### config.mk
export PLATFORM = sky130hd
export DESIGN_NAME = uart_receiver
export DESIGN_NICKNAME = d
export VERILOG_FILES = /design/src/rtl/uart_receiver.sv
export SDC_FILE = /design/constraint.sdc
export NUM_CORES = 1
export LEC_CHECK = 0
export ABC_CLOCK_PERIOD_IN_PS = 4200
export CAP_MARGIN = 0
export CORE_AREA = 2 2 59 61
export DETAILED_ROUTE_END_ITERATION = 6
export DIE_AREA = 0 0 61 63
export PLACE_DENSITY = 0.7
export SETUP_SLACK_MARGIN = 0.5
export SLEW_MARGIN = 20
export SYNTH_ARGS = -nofsm -noshare
export SYNTH_HDL_FRONTEND = slang
export SYNTH_SLANG_ARGS = --single-unit
### constraint.sdc
create_clock -name clk -period 4.2 [get_ports clk]
set_input_delay 0.42 -clock clk [delete_from_list [all_inputs] [get_ports clk]]
set_output_delay 0.42 -clock clk [all_outputs]
set_load 0.02 [all_outputs]
### src/rtl/uart_receiver.sv
// uart_receiver: 8N1 UART receiver with 16x oversampling, sticky frame/overrun flags
//   clk        system clock, rising edge
//   rst        asynchronous active-high reset
//   rx         serial line, idle high, asynchronous to clk
//   rd         consumer acknowledge; clears data_valid, frame_err, overrun
//   data       last received byte
//   data_valid byte held and not yet acknowledged
//   frame_err  sticky, a stop bit was sampled low
//   overrun    sticky, a frame completed while data_valid was high
//   busy       receiver is not idle
module uart_receiver #(
  parameter int OVS_DIV = 8
) (
  input  logic       clk,
  input  logic       rst,
  input  logic       rx,
  input  logic       rd,
  output logic [7:0] data,
  output logic       data_valid,
  output logic       frame_err,
  output logic       overrun,
  output logic       busy
);
  localparam int DW = $clog2(OVS_DIV);
  typedef enum logic [1:0] {IDLE, START, DATA, STOP} state_t;
  state_t r_state, w_next;
  logic [1:0] r_sync;
  logic [DW-1:0] r_div;
  logic [3:0] r_cnt;
  logic [2:0] r_bit;
  logic [7:0] r_sh;
  logic w_rx, w_tick, w_mid, w_data_smp, w_stop_smp;
  assign w_rx = r_sync[1];
  assign w_tick = r_div == DW'(OVS_DIV - 1);
  // START ends at the bit midpoint (8 ticks); DATA/STOP sample one bit period later (16 ticks)
  assign w_mid = w_tick & (r_state == START ? r_cnt == 4'd7 : r_cnt == 4'd15);
  always_ff @(posedge clk or posedge rst)
    if (rst) r_state <= IDLE;
    else r_state <= w_next;
  always_comb begin
    w_next = r_state;
    case (r_state)
      IDLE:  w_next = (w_tick & ~w_rx) ? START : IDLE;
      START: w_next = w_mid ? (w_rx ? IDLE : DATA) : START;
      DATA:  w_next = (w_mid && r_bit == 3'd7) ? STOP : DATA;
      STOP:  w_next = w_mid ? IDLE : STOP;
      default: w_next = IDLE;
    endcase
  end
  always_comb begin
    busy = r_state != IDLE;
    w_data_smp = w_mid & (r_state == DATA);
    w_stop_smp = w_mid & (r_state == STOP);
  end
  always_ff @(posedge clk or posedge rst)
    if (rst) begin
      r_sync <= 2'b11;
      r_div <= '0;
      r_cnt <= '0;
      r_bit <= '0;
      r_sh <= '0;
    end else begin
      r_sync <= {r_sync[0], rx};
      r_div <= w_tick ? '0 : r_div + 1'b1;
      r_cnt <= (r_state == IDLE || w_mid) ? 4'd0 : w_tick ? r_cnt + 4'd1 : r_cnt;
      r_bit <= (r_state == IDLE) ? 3'd0 : w_data_smp ? r_bit + 3'd1 : r_bit;
      r_sh <= w_data_smp ? {w_rx, r_sh[7:1]} : r_sh;
    end
  // a stop sample coinciding with rd wins: flags then reflect only the new frame
  always_ff @(posedge clk or posedge rst)
    if (rst) begin
      data <= 8'h00;
      data_valid <= 1'b0;
      frame_err <= 1'b0;
      overrun <= 1'b0;
    end else begin
      data <= w_stop_smp ? r_sh : data;
      data_valid <= w_stop_smp | (data_valid & ~rd);
      frame_err <= (frame_err & ~rd) | (w_stop_smp & ~w_rx);
      overrun <= (overrun & ~rd) | (w_stop_smp & data_valid & ~rd);
    end
endmodule

Word level (Yosys, flattened, before mapping)
Index checks and enable logic that the tools add are counted.
W data, S select, Z words.
Storage, ports and cells
  register bits: 33
  input port bits: 4
  word-level logic and storage cells: 53
  output and inout port bits: 12
Cells by class
  muxes and demuxes: 12
  add/sub/neg operators: 3
  bitwise gates (word level): 15
  equal/unequal tests: 7
  reduce and logical (&&, ||, !) cells: 6
Operator list (count)
  $and A1 B1 Y1: 10
  $mux W3: 3
  $mux W4: 2
  $pmux W2 S4: 1
  $add A3 B1 Y3 const B: 2
  $eq A3 B3 Y1 const B: 2
  $mux W2: 3
  $reduce_bool A2 Y1: 3
  $add A4 B1 Y4 const B: 1
  $eq A2 B2 Y1 const B: 2
  $eq A4 B3 Y1 const B: 1
  $eq A4 B4 Y1 const B: 1
  $mux W1: 3
  $or A1 B1 Y1: 3
  $eq A2 B1 Y1 const B: 1
  $logic_not A2 Y1: 1
  $not A1 Y1: 2
  $logic_and A1 B1 Y1: 1
  $logic_or A1 B1 Y1: 1

Depth between registers and ports, before layout
Gate-level depths: netlist (run 1).
  depth in word-level cells: 7
  gate-level depth with buffers: 7

Worst setup path before layout (run 1)
OpenSTA, ideal clock, no wires.
  path kind: flip-flop to flip-flop
  start point: register r_div[0]
  end point: register data[0]
  setup time: 125 ps
  path slack: 2490 ps
  data arrival time: 1584 ps
  period minus slack after synthesis: 1710 ps
  path buffers: 2
  cell stages (with the launch flop): 8
  required time: 4075 ps
  cells stage by stage: dfrtp_1 -> ha_1 -> ha_1 -> buf_6 -> and3_4 -> nand4_4 -> buf_6 -> mux2_4
Between the ends
  longest elaborated chain between the ends: 3
RTL lines
  from (decl): RTL line 28  | logic [DW-1:0] r_div;
  from (signal assigned): RTL line 64  | r_div <= w_tick ? '0 : r_div + 1'b1;
  $eq A3 B3 Y1: RTL line 34  | assign w_tick = r_div == DW'(OVS_DIV - 1);
  $and A1 B1 Y1: RTL line 36  | assign w_mid = w_tick & (r_state == START ? r_cnt == 4'd7 : r_cnt == 4'd15);
  $and A1 B1 Y1: RTL line 53  | w_stop_smp = w_mid & (r_state == STOP);
  to (signal assigned): RTL line 77  | data <= w_stop_smp ? r_sh : data;
  to (decl): RTL line 18  | output logic [7:0] data,
Every way passes these cells.
A chain may end at the register's enable or synchronous reset.

Worst setup path in the final report (run 1)
  start point: register r_div[0]
  end point: register r_sh[4]
Between the ends
  longest elaborated chain between the ends: 3
RTL lines
  $eq A3 B3 Y1: RTL line 34
  $and A1 B1 Y1: RTL line 36
  $and A1 B1 Y1: RTL line 52  | w_data_smp = w_mid & (r_state == DATA);
  to (signal assigned): RTL line 67  | r_sh <= w_data_smp ? {w_rx, r_sh[7:1]} : r_sh;
  to (decl): RTL line 31  | logic [7:0] r_sh;
Every way passes these cells.

==> key figures, run 1 <==
Place
  • Worst slack at placement: 1.896 ns
  • IO buf count: 15
  • DP HPWL: 1477 um
  • Gpl congestion: 0.7127

Critical path
  • Worst path max stage delay: 0.75 ns
  • CP max FO: 11
  • Critical path arrival: 2.50 ns
  • Startpoint types: flop
  • Crit Path Class: reg2reg
  • Crit path from: r_div[0]
  • Worst EP required: 4.42 ns
  • Worst path cell trace: ha_1 -> ha_1 -> nand3_1 -> nor3_2 -> mux2_2
  • Buf+Inv Stages, Crit Path: 0
  • CP top delay family: simple AND/OR/NAND/NOR gates
  • Crit end category: flop
  • CP most frequent cell: ha_1
  • Critical R2R Launch: r_div[0]
  • CP max-delay cell: nor3_2

Cells and area
  • Area Growth Syn to Fin: 18.34%
  • ANT cells: 0
  • Fillers: 287
  • Final net count: 128
  • Area of the multi-input gates: 508.0 um^2
  • Layout cells sized above 1: 25.00%
  • FF+latch area: 828.3 um^2

Synth
  • Average cell area after synthesis: 13.91 um^2
  • Largest cells by area after synthesis: dfrtp_1, mux2_4, mux2_2, ha_1, dfstp_2
  • FF+latch count, synth: 33
  • Synth area leader: dfrtp_1
  • Count of different cell masters after synthesis: 26
  • Ys Warns: 0
  • Syn Inst Count: 101
  • Share of the synthesized area in the top cell type: 55.21%
  • Net Count, Synth: 110
  • Sequential cell area fraction in the yosys report: 58.95%
  • Synthesized area: 1405 um^2

Global routing
  • Overflow after GRT: 0
  • Gr busiest metal: met2
  • Antenna violations before repair: 0
  • M2 GR Usage: 19.76%
  • Met3 Use GR: 6.211%
  • First-pass GRT wire length: 3677 um
  • Vias in the first global route: 809
  • Total global routing track utilization: 13.45%
  • Largest net degree at the start of global routing: 22
  • Met1 Use GR: 15.58%

Pwr
  • Switching Power: 0.0001300 W
  • Sequential power share: 55.1%
  • Clock power frac: 40.0%
  • Pint: 0.0004847 W
  • Combinational share of power: 5.0%
  • Sw Ratio: 21.14%
  • Leak Pwr: 0.7895 nW
  • Worst vdd ir: 190.4 uV
  • Power density over cell area: 369.7 nW/um^2

Min path
  • Worst Hold Class: reg2reg
  • HP Start: r_sync[0]

Route
  • Average routed wire per standard cell: 12.36 um
  • Detailed Route Iter0 Violations: 3
  • Final ANT Viol Nets: 0
  • Detailed Routing Iterations Pass 1: 4
  • Post-DR vias/cell: 4.777
  • Routed via count: 793
  • Routed WL: 2051 um
  • DRC: 0

Clock network
  • Post-CTS Resized: 0
  • Clk slew on worst S/H paths: 0.11 ns
  • Clk buf depth: 2
  • CTS tree: yes
  • Hold Buf Count CTS: 0
  • Root Buffer Master: clkbuf_4
  • Post-CTS Setup Bufs: 0
  • CTS H-tree lvls: 2
  • Clk sinks: 33
  • Clock Latency Late Sink: 0.34 ns
  • Cts bufs inserted: 5

STA
  • RSZ-0062 raised after global routing: no
  • Final setup vio count: 0
  • Fin. Hold Viols: 0
  • Period minus WS final: 2.273 ns
  • Worst-margin pin slew: 0.8984 ns
  • Period utilization: 54.12%
  • Fin. max-slew vios: 0
  • Final setup margin: 1.927 ns
  • Max frequency: 440.0 MHz
  • Total negative slack: 0 ns
  • Worst slew margin: 39.78%
  • Setup Skew: 0.01741 ns

Floorplan
  • Die height: 63 um
  • Initial Util: 43.48%
  • I/O pin count: 16
  • Die ar.: 3843 um^2
  • Area of the core: 3232 um^2
  • Row count: 21
  • Die W: 61 um

Job
  • Max_cap viols: 0

Outcome
  • Status: finished clean
-- cell usage in the layout, fill, tap and decap left out, types with 3 or more instances in the layout --
cell	n
clkbuf_4	5
clkdlybuf4s50_1	15
nor2_1	5
nand2_1	6
mux2_2	9
dfrtp_1	31
ha_1	5
mux2_4	7
inv_1	7
a31oi_1	3
mux2i_1	4
-- worst paths after layout --
kind / depth (start not counted) / slack (ns) / endpoint
setup reg to reg: 5 / 1.93 / r_sh[4]
max in group asynchronous: 3 / 3.12 / r_sync[0]
min in group asynchronous: 2 / 0.38 / r_cnt[3]
hold reg to reg: 0 / 0.36 / r_sync[1]
hold / removal: 0 / 0.36 / r_sync[1]
setup / recovery: 5 / 1.93 / r_sh[4]
-- Yosys cell counts, drive strengths merged --
cell    number
a22oi        1
a31oi        3
and2         1
and3         1
buf          3
clkbuf       2
dfrtp       31
dfstp        2
ha           5
inv          7
mux2        16
mux2i        4
nand2        6
nand2b       1
nand3        1
nand4        3
nor2         5
nor3         1
o21ai        1
o22ai        2
or2          1
xnor2        2
xor2         2
-- layer usage --
| layer | vias up | wire length, um |
|---|---|---|
| li1 | 378 | - |
| met1 | 392 | 914 |
| met2 | 17 | 968 |
| met3 | 6 | 104 |
| met4 | 0 | 63 |
| met5 | - | 0 |
-- cell type report --
class,count,area share [%]
sequential,33,49.81
multi-input combinational,56,30.55
timing repair buffer,16,9.481
tap,46,3.461
clock buffer,7,3.311
clock inverter,1,1.806
inverter,7,1.580
-- power groups by stage --
stage / Combinational, W / Sequential, W / Clock (W)
floorplan: 0.0000224 / 0.000342 / 0
detailed placement: 0.0000317 / 0.000344 / 0
finish: 0.0000304 / 0.000338 / 0.000246
global placement: 0.0000297 / 0.000344 / 0
CTS: 0.0000318 / 0.000339 / 0.000255
global route: 0.0000371 / 0.000340 / 0.000272
-- state kept, by name, indices dropped and copies added, names as in the netlist --
register and count:
r_bit 3, r_sync 2, data_valid 1, r_div 3, data 8, overrun 1, r_sh 8, r_state 2
r_cnt 4, frame_err 1
-- through the flow --
stage	hold WS, ns	power, W	area (um^2)	utilization (%)	cells
2_1_floorplan	0.3452	0.0003640	1405	-	101
3_3_place_gp	0.3460	0.0003734	1578	48.82	158
3_5_place_dp	0.3509	0.0003761	1578	48.82	158
4_1_cts	0.3660	0.0006256	1663	51.45	166
5_1_grt	0.3747	0.0006493	1663	51.45	166
6_report	0.3648	0.0006147	1663	51.45	166
-- cell families after synthesis --
kind of cell / after synthesis / synth area share [%]
compound gates: 7 / 3.117
xor+xnor: 4 / 2.494
fa+ha+maj: 5 / 4.452
buf+inv: 12 / 4.897
flops: 33 / 58.95
mux: 20 / 17.54
simple gates: 20 / 8.549
Power figures use the tool's default switching activity.
==> run 2, diff against run 1 <==
- ABC_CLOCK_PERIOD_IN_PS: 4200 -> 1900
- PLACE_DENSITY: 0.7 -> 0.73
- clock period: 4.2 -> 1.9 ns (I/O delays scaled with it)
==> run 2 against run 1 <==
  * Via count grew 12%
  * Non-clock buffer count up 14
  * Worst hold slack worse by 0.14 ns
  * Wire length rose by 30%
  * Flip-flop and latch count stayed put
  * Setup slack worse by 1.6 ns
  * Critical path depth stayed put
  * Global-route usage up 1.4 points
==> key figures, run 2 (synthesis gave the netlist of run 1 again) <==
Outcome
  • Status: finished clean

Critical path
  • Worst Reg2Reg Path Length in Cells: 5
  • Crit Path Class: reg2reg
  • Critical path arrival: 1.79 ns
  • CP max FO: 5
  • Critical R2R Launch: r_div[0]
  • RR Endpoint: data[1]
  • Worst path max stage delay: 0.37 ns
  • Crit end category: flop
  • CP max-delay cell: dfrtp_1
  • CP top delay family: simple AND/OR/NAND/NOR gates
  • Worst EP required: 2.12 ns
  • Startpoint types: flop
  • Reg2reg setup slack: 0.34 ns
  • Worst path cell trace: ha_2 -> ha_4 -> and3_4 -> nand4_4 -> mux2_4
  • Buf+Inv Stages, Crit Path: 0

Route
  • Average routed wire per standard cell: 14.78 um
  • Routed WL: 2675 um
  • Detailed Routing Iterations Pass 1: 2
  • Post-DR vias/cell: 4.890
  • Detailed Route Iter0 Violations: 12
  • DRC: 0
  • Final ANT Viol Nets: 0
  • Routed via count: 885

Global routing
  • First-pass GRT wire length: 4105 um
  • Largest net degree at the start of global routing: 34
  • Vias in the first global route: 907
  • Overflow after GRT: 0
  • Total global routing track utilization: 14.82%
  • Antenna violations before repair: 0

Pwr
  • Power density over cell area: 676.4 nW/um^2
  • Combinational share of power: 6.7%
  • Worst vdd ir: 407.3 uV
  • Leak Pwr: 0.9722 nW
  • Pint: 0.0009794 W
  • Sw Ratio: 23.97%
  • Clock power frac: 35.0%
  • Sequential power share: 58.3%
  • Switching Power: 0.0003087 W

Clock network
  • CTS tree: yes
  • CTS H-tree lvls: 2
  • Clk slew on worst S/H paths: 0.10 ns
  • Clk sinks: 33
  • Cts bufs inserted: 5
  • Clock Latency Late Sink: 0.33 ns
  • Root Buffer Master: clkbuf_4
  • Clk buf depth: 2

STA
  • Worst-margin pin slew: 0.4664 ns
  • Max frequency: 640.6 MHz
  • Total negative slack: 0 ns
  • Setup Skew: 0.008824 ns
  • RSZ-0062 raised after global routing: yes
  • Final setup vio count: 0
  • Hold Worst Slack: 0.2291 ns
  • Fin. Hold Viols: 0
  • Worst slew margin: 68.80%
  • Fin. max-slew vios: 0
  • Period minus WS final: 1.561 ns
  • Period utilization: 82.17%

Floorplan
  • Area of the core: 3232 um^2
  • Die height: 63 um
  • Die ar.: 3843 um^2
  • Initial Util: 43.48%
  • Row count: 21
  • Die W: 61 um
  • I/O pin count: 16

Cells and area
  • ANT cells: 0
  • Commonest non-fill, non-tap cell in the layout: dfrtp_1
  • Post-layout util: 58.92%
  • Most frequent cells in the layout: dfrtp_1, mux2_4, dlygate4sd2_1, buf_4
  • Layout cells sized above 1: 45.93%
  • Largest regs: data: 8 flops, r_sh: 8 flops, r_cnt: 4 flops
  • Final net count: 143
  • Area Growth Syn to Fin: 35.53%

Place
  • DP HPWL: 1392 um
  • IO buf count: 15
  • Gpl congestion: 0.6945

Min path
  • Worst Hold Class: in2async

Job
  • Max_cap viols: 0
## run 2: worst max path at each step
stage                     startpoint      end  slack, ns  cells after the start
after CTS                   r_div[0]  r_sh[7]       0.29                      6
after floorplan             r_div[0]  data[0]       0.24                      7
after global placement      r_div[0]  data[0]       0.26                      5
after global routing        r_div[0]  data[2]       0.27                      5
final                       r_div[0]  data[1]       0.34                      5
after detailed placement    r_div[0]  data[1]       0.23                      5
## run 2: per-stage QoR
stage / setup slack (ns) / power [W] / instance area, um^2 / std cells
6_report: 0.3389 / 0.001288 / 1904 / 181
5_1_grt: 0.2728 / 0.001356 / 1904 / 181
4_1_cts: 0.2919 / 0.001294 / 1821 / 176
3_5_place_dp: 0.2334 / 0.0008324 / 1600 / 159
3_3_place_gp: 0.2635 / 0.0008252 / 1600 / 159
2_1_floorplan: 0.2402 / 0.0008047 / 1420 / 101
## run 2: per-layer routing
layer | global-route usage (%) | share of wire (%) | vias to the layer above
li1 | - | - | 418
met1 | 17.84 | 41 | 448
met2 | 23.52 | 53 | 14
met3 | 3.727 | 3.4 | 5
met4 | 8.152 | 1.8 | 0
met5 | 0 | 0 | -
## run 2: timing repair
item / CTS / global route
pin swaps: 5 / 9
buffers inserted: 7 / 5
gates cloned: 2 / 0
setup endpoints to repair: 36 / 28
gates resized for setup: 36 / 16
endpoints found under the hold margin: 0 / 0
hold buffers: 0 / 0
## run 2: worst min-delay path, stage by stage
cell	delay (ns)
clkdlybuf4s50_1	0.39
inv_1	0.05
buf_4	0.36
## run 2: cell type report
class / instances / area [um^2]
fill: 261 / 1328
sequential: 33 / 832.0
multi-input combinational: 57 / 645.6
timing repair buffer: 30 / 272.8
clock buffer: 7 / 65.06
tap: 46 / 57.56
inverter: 7 / 26.28
clock inverter: 1 / 5.005
## run 2: power groups by stage
stage	registers, W	clock network [W]	logic (W)
after floorplan	0.000755	0	0.0000495
after global placement	0.000760	0	0.0000650
after detailed placement	0.000762	0	0.0000702
after CTS	0.000750	0.000465	0.0000790
after global routing	0.000755	0.000501	0.000101
final	0.000751	0.000451	0.0000861
==> edit (config.mk and constraints of run 2) <==
Change the parameter `OVS_DIV` from 8 to 32.
--- a/src/rtl/uart_receiver.sv
+++ b/src/rtl/uart_receiver.sv
@@ -11,3 +11,3 @@
 module uart_receiver #(
-  parameter int OVS_DIV = 8
+  parameter int OVS_DIV = 32
 ) (
Behaviour: not the same (Yosys sat finds a counterexample within 10 cycles, from zero or initial values and one cycle with rst high).
==> edit against run 2 <==
Worst setup slack lost 0.18 ns. Core utilization rose by 3.5 points. Global-route usage rose by 3.1 points. Clock skew rose by 0.0070 ns. Largest cell class unchanged. Sequential cell count increased by 2. Area after synthesis grew 6.1%. Wire length rose by 6.7%. Count of clock-buffer cells in the layout is 1 lower. Critical endpoint is now r_sh[7]. First-iteration DRC count increased by 110%. Cell area increased by 5.9%.
Power is not compared: it rests on default switching activity, and its combinational part moved more than twofold at a synthesized area within 25%.
==> edit: results (changes against run 2) <==
- Met1 Track Usage GR: 23.2% (was 17.8%)
- DR vias/cell: 4.90 (was 4.89)
- Synth area leaders: dfrtp_1, mux2_4, mux2_2 (unchanged)
- Synth top cells by count: dfrtp_1, mux2_2, nor2_1 (was dfrtp_1, mux2_2, inv_1, mux2_4, nand2_1)
- DRT iter0 DRCs: 25 (was 12)
- Worst slew margin: 70.5% (was 68.8%)
- TritonRoute pass-1 iters: 4 (was 2)
- Synth cell types: 28 (was 26)
- DR WL/cell: 14.9 microns (was 14.8 microns)
- Status: completed (unchanged)
- NumNets Final: 154 (was 143)
- Global-route met3 utilization: 4.35% (was 3.73%)
- Cells after Synth: 109 (was 101)
- CTS clock-pin slew for the worst setup and hold paths: 0.11 ns
- Layout cell share with drive strength beyond 1: 39.7% (was 45.9%)
- FF-to-FF path depth: 7 (was 5)
- Vias in the first global route: 1,020 (was 907)
- R2r setup slk: 0.16 ns (was 0.34 ns)
- Placed cell count: 170 (was 159)
- Met2 Use GR: 27.3% (was 23.5%)
- Worst-skew pair later-pin latency: 0.35 ns (was 0.33 ns)
- Pre-CTS setup slack: 0.00998 ns (was 0.233 ns)
- Met3 wire len: 103 microns (was 90 microns)
- Crit path to: r_sh[7] (was data[1])
- Critical path arrival: 1.99 ns (was 1.79 ns)
- Largest net degree at the start of global routing: 36 (was 34)
- Final period util: 91.8% (was 82.2%)
- Finished Layout Cells: 192 (was 181)
- Ys async rst share: 100% (unchanged)
- Register area share after synthesis: 58.9% (about the same)
- Syn nets: 118 (was 110)
-- edit: layout make-up --
cell class                      count  area [sq um]
Sequential cell                    35           878
Fill cell                         243          1210
Timing Repair Buffer               33           292
Clock buffer                        6          41.3
Clock inverter                      2          60.1
Multi-Input combinational cell     64           666
Tap cell                           46          57.6
Inverter                            6          22.5
-- edit: logic make-up after synthesis --
| family | synth area share [%] |
|---|---|
| buf+inv | 4.37 |
| fa+ha+maj | 4.20 |
| mux | 16.5 |
| compound gates | 2.85 |
| simple gates | 9.57 |
| flops | 58.9 |
| xor+xnor | 3.53 |
-- edit: timing repair --
| item | CTS | global route |
|---|---|---|
| gates resized for setup | 37 | 2 |
| pin swaps | 7 | 2 |
| setup buffers | 10 | 2 |
| endpoints found under the setup margin | 39 | 32 |
| gates cloned | 2 | 0 |
-- edit: power breakdown --
group	switching [mW]	internal, mW
Clock	0.255	0.411
Combinational	0.0264	0.0151
Sequential	0.00220	0.749
Total	0.284	1.18
-- edit: metrics by stage --
| step | total power, mW | utilization, % | hold WS, ns | area (sq um) |
|---|---|---|---|---|
| after global placement | 0.802 | 53.3 | 0.347 | 1720 |
| after detailed placement | 0.803 | 53.3 | 0.347 | 1720 |
| after floorplan | 0.786 | - | 0.194 | 1520 |
| final | 1.46 | 62.4 | 0.234 | 2020 |
| after CTS | 1.47 | 61.7 | 0.226 | 2000 |
| after global routing | 1.51 | 62.4 | 0.214 | 2020 |
-- edit: critical path: stages, from the launching register on --
cell and delay [ns]:
dfrtp_1 0.36, ha_2 0.18, and3_4 0.18, ha_4 0.15
nand3_4 0.09, nor3_4 0.20, buf_6 0.18, mux2_4 0.30
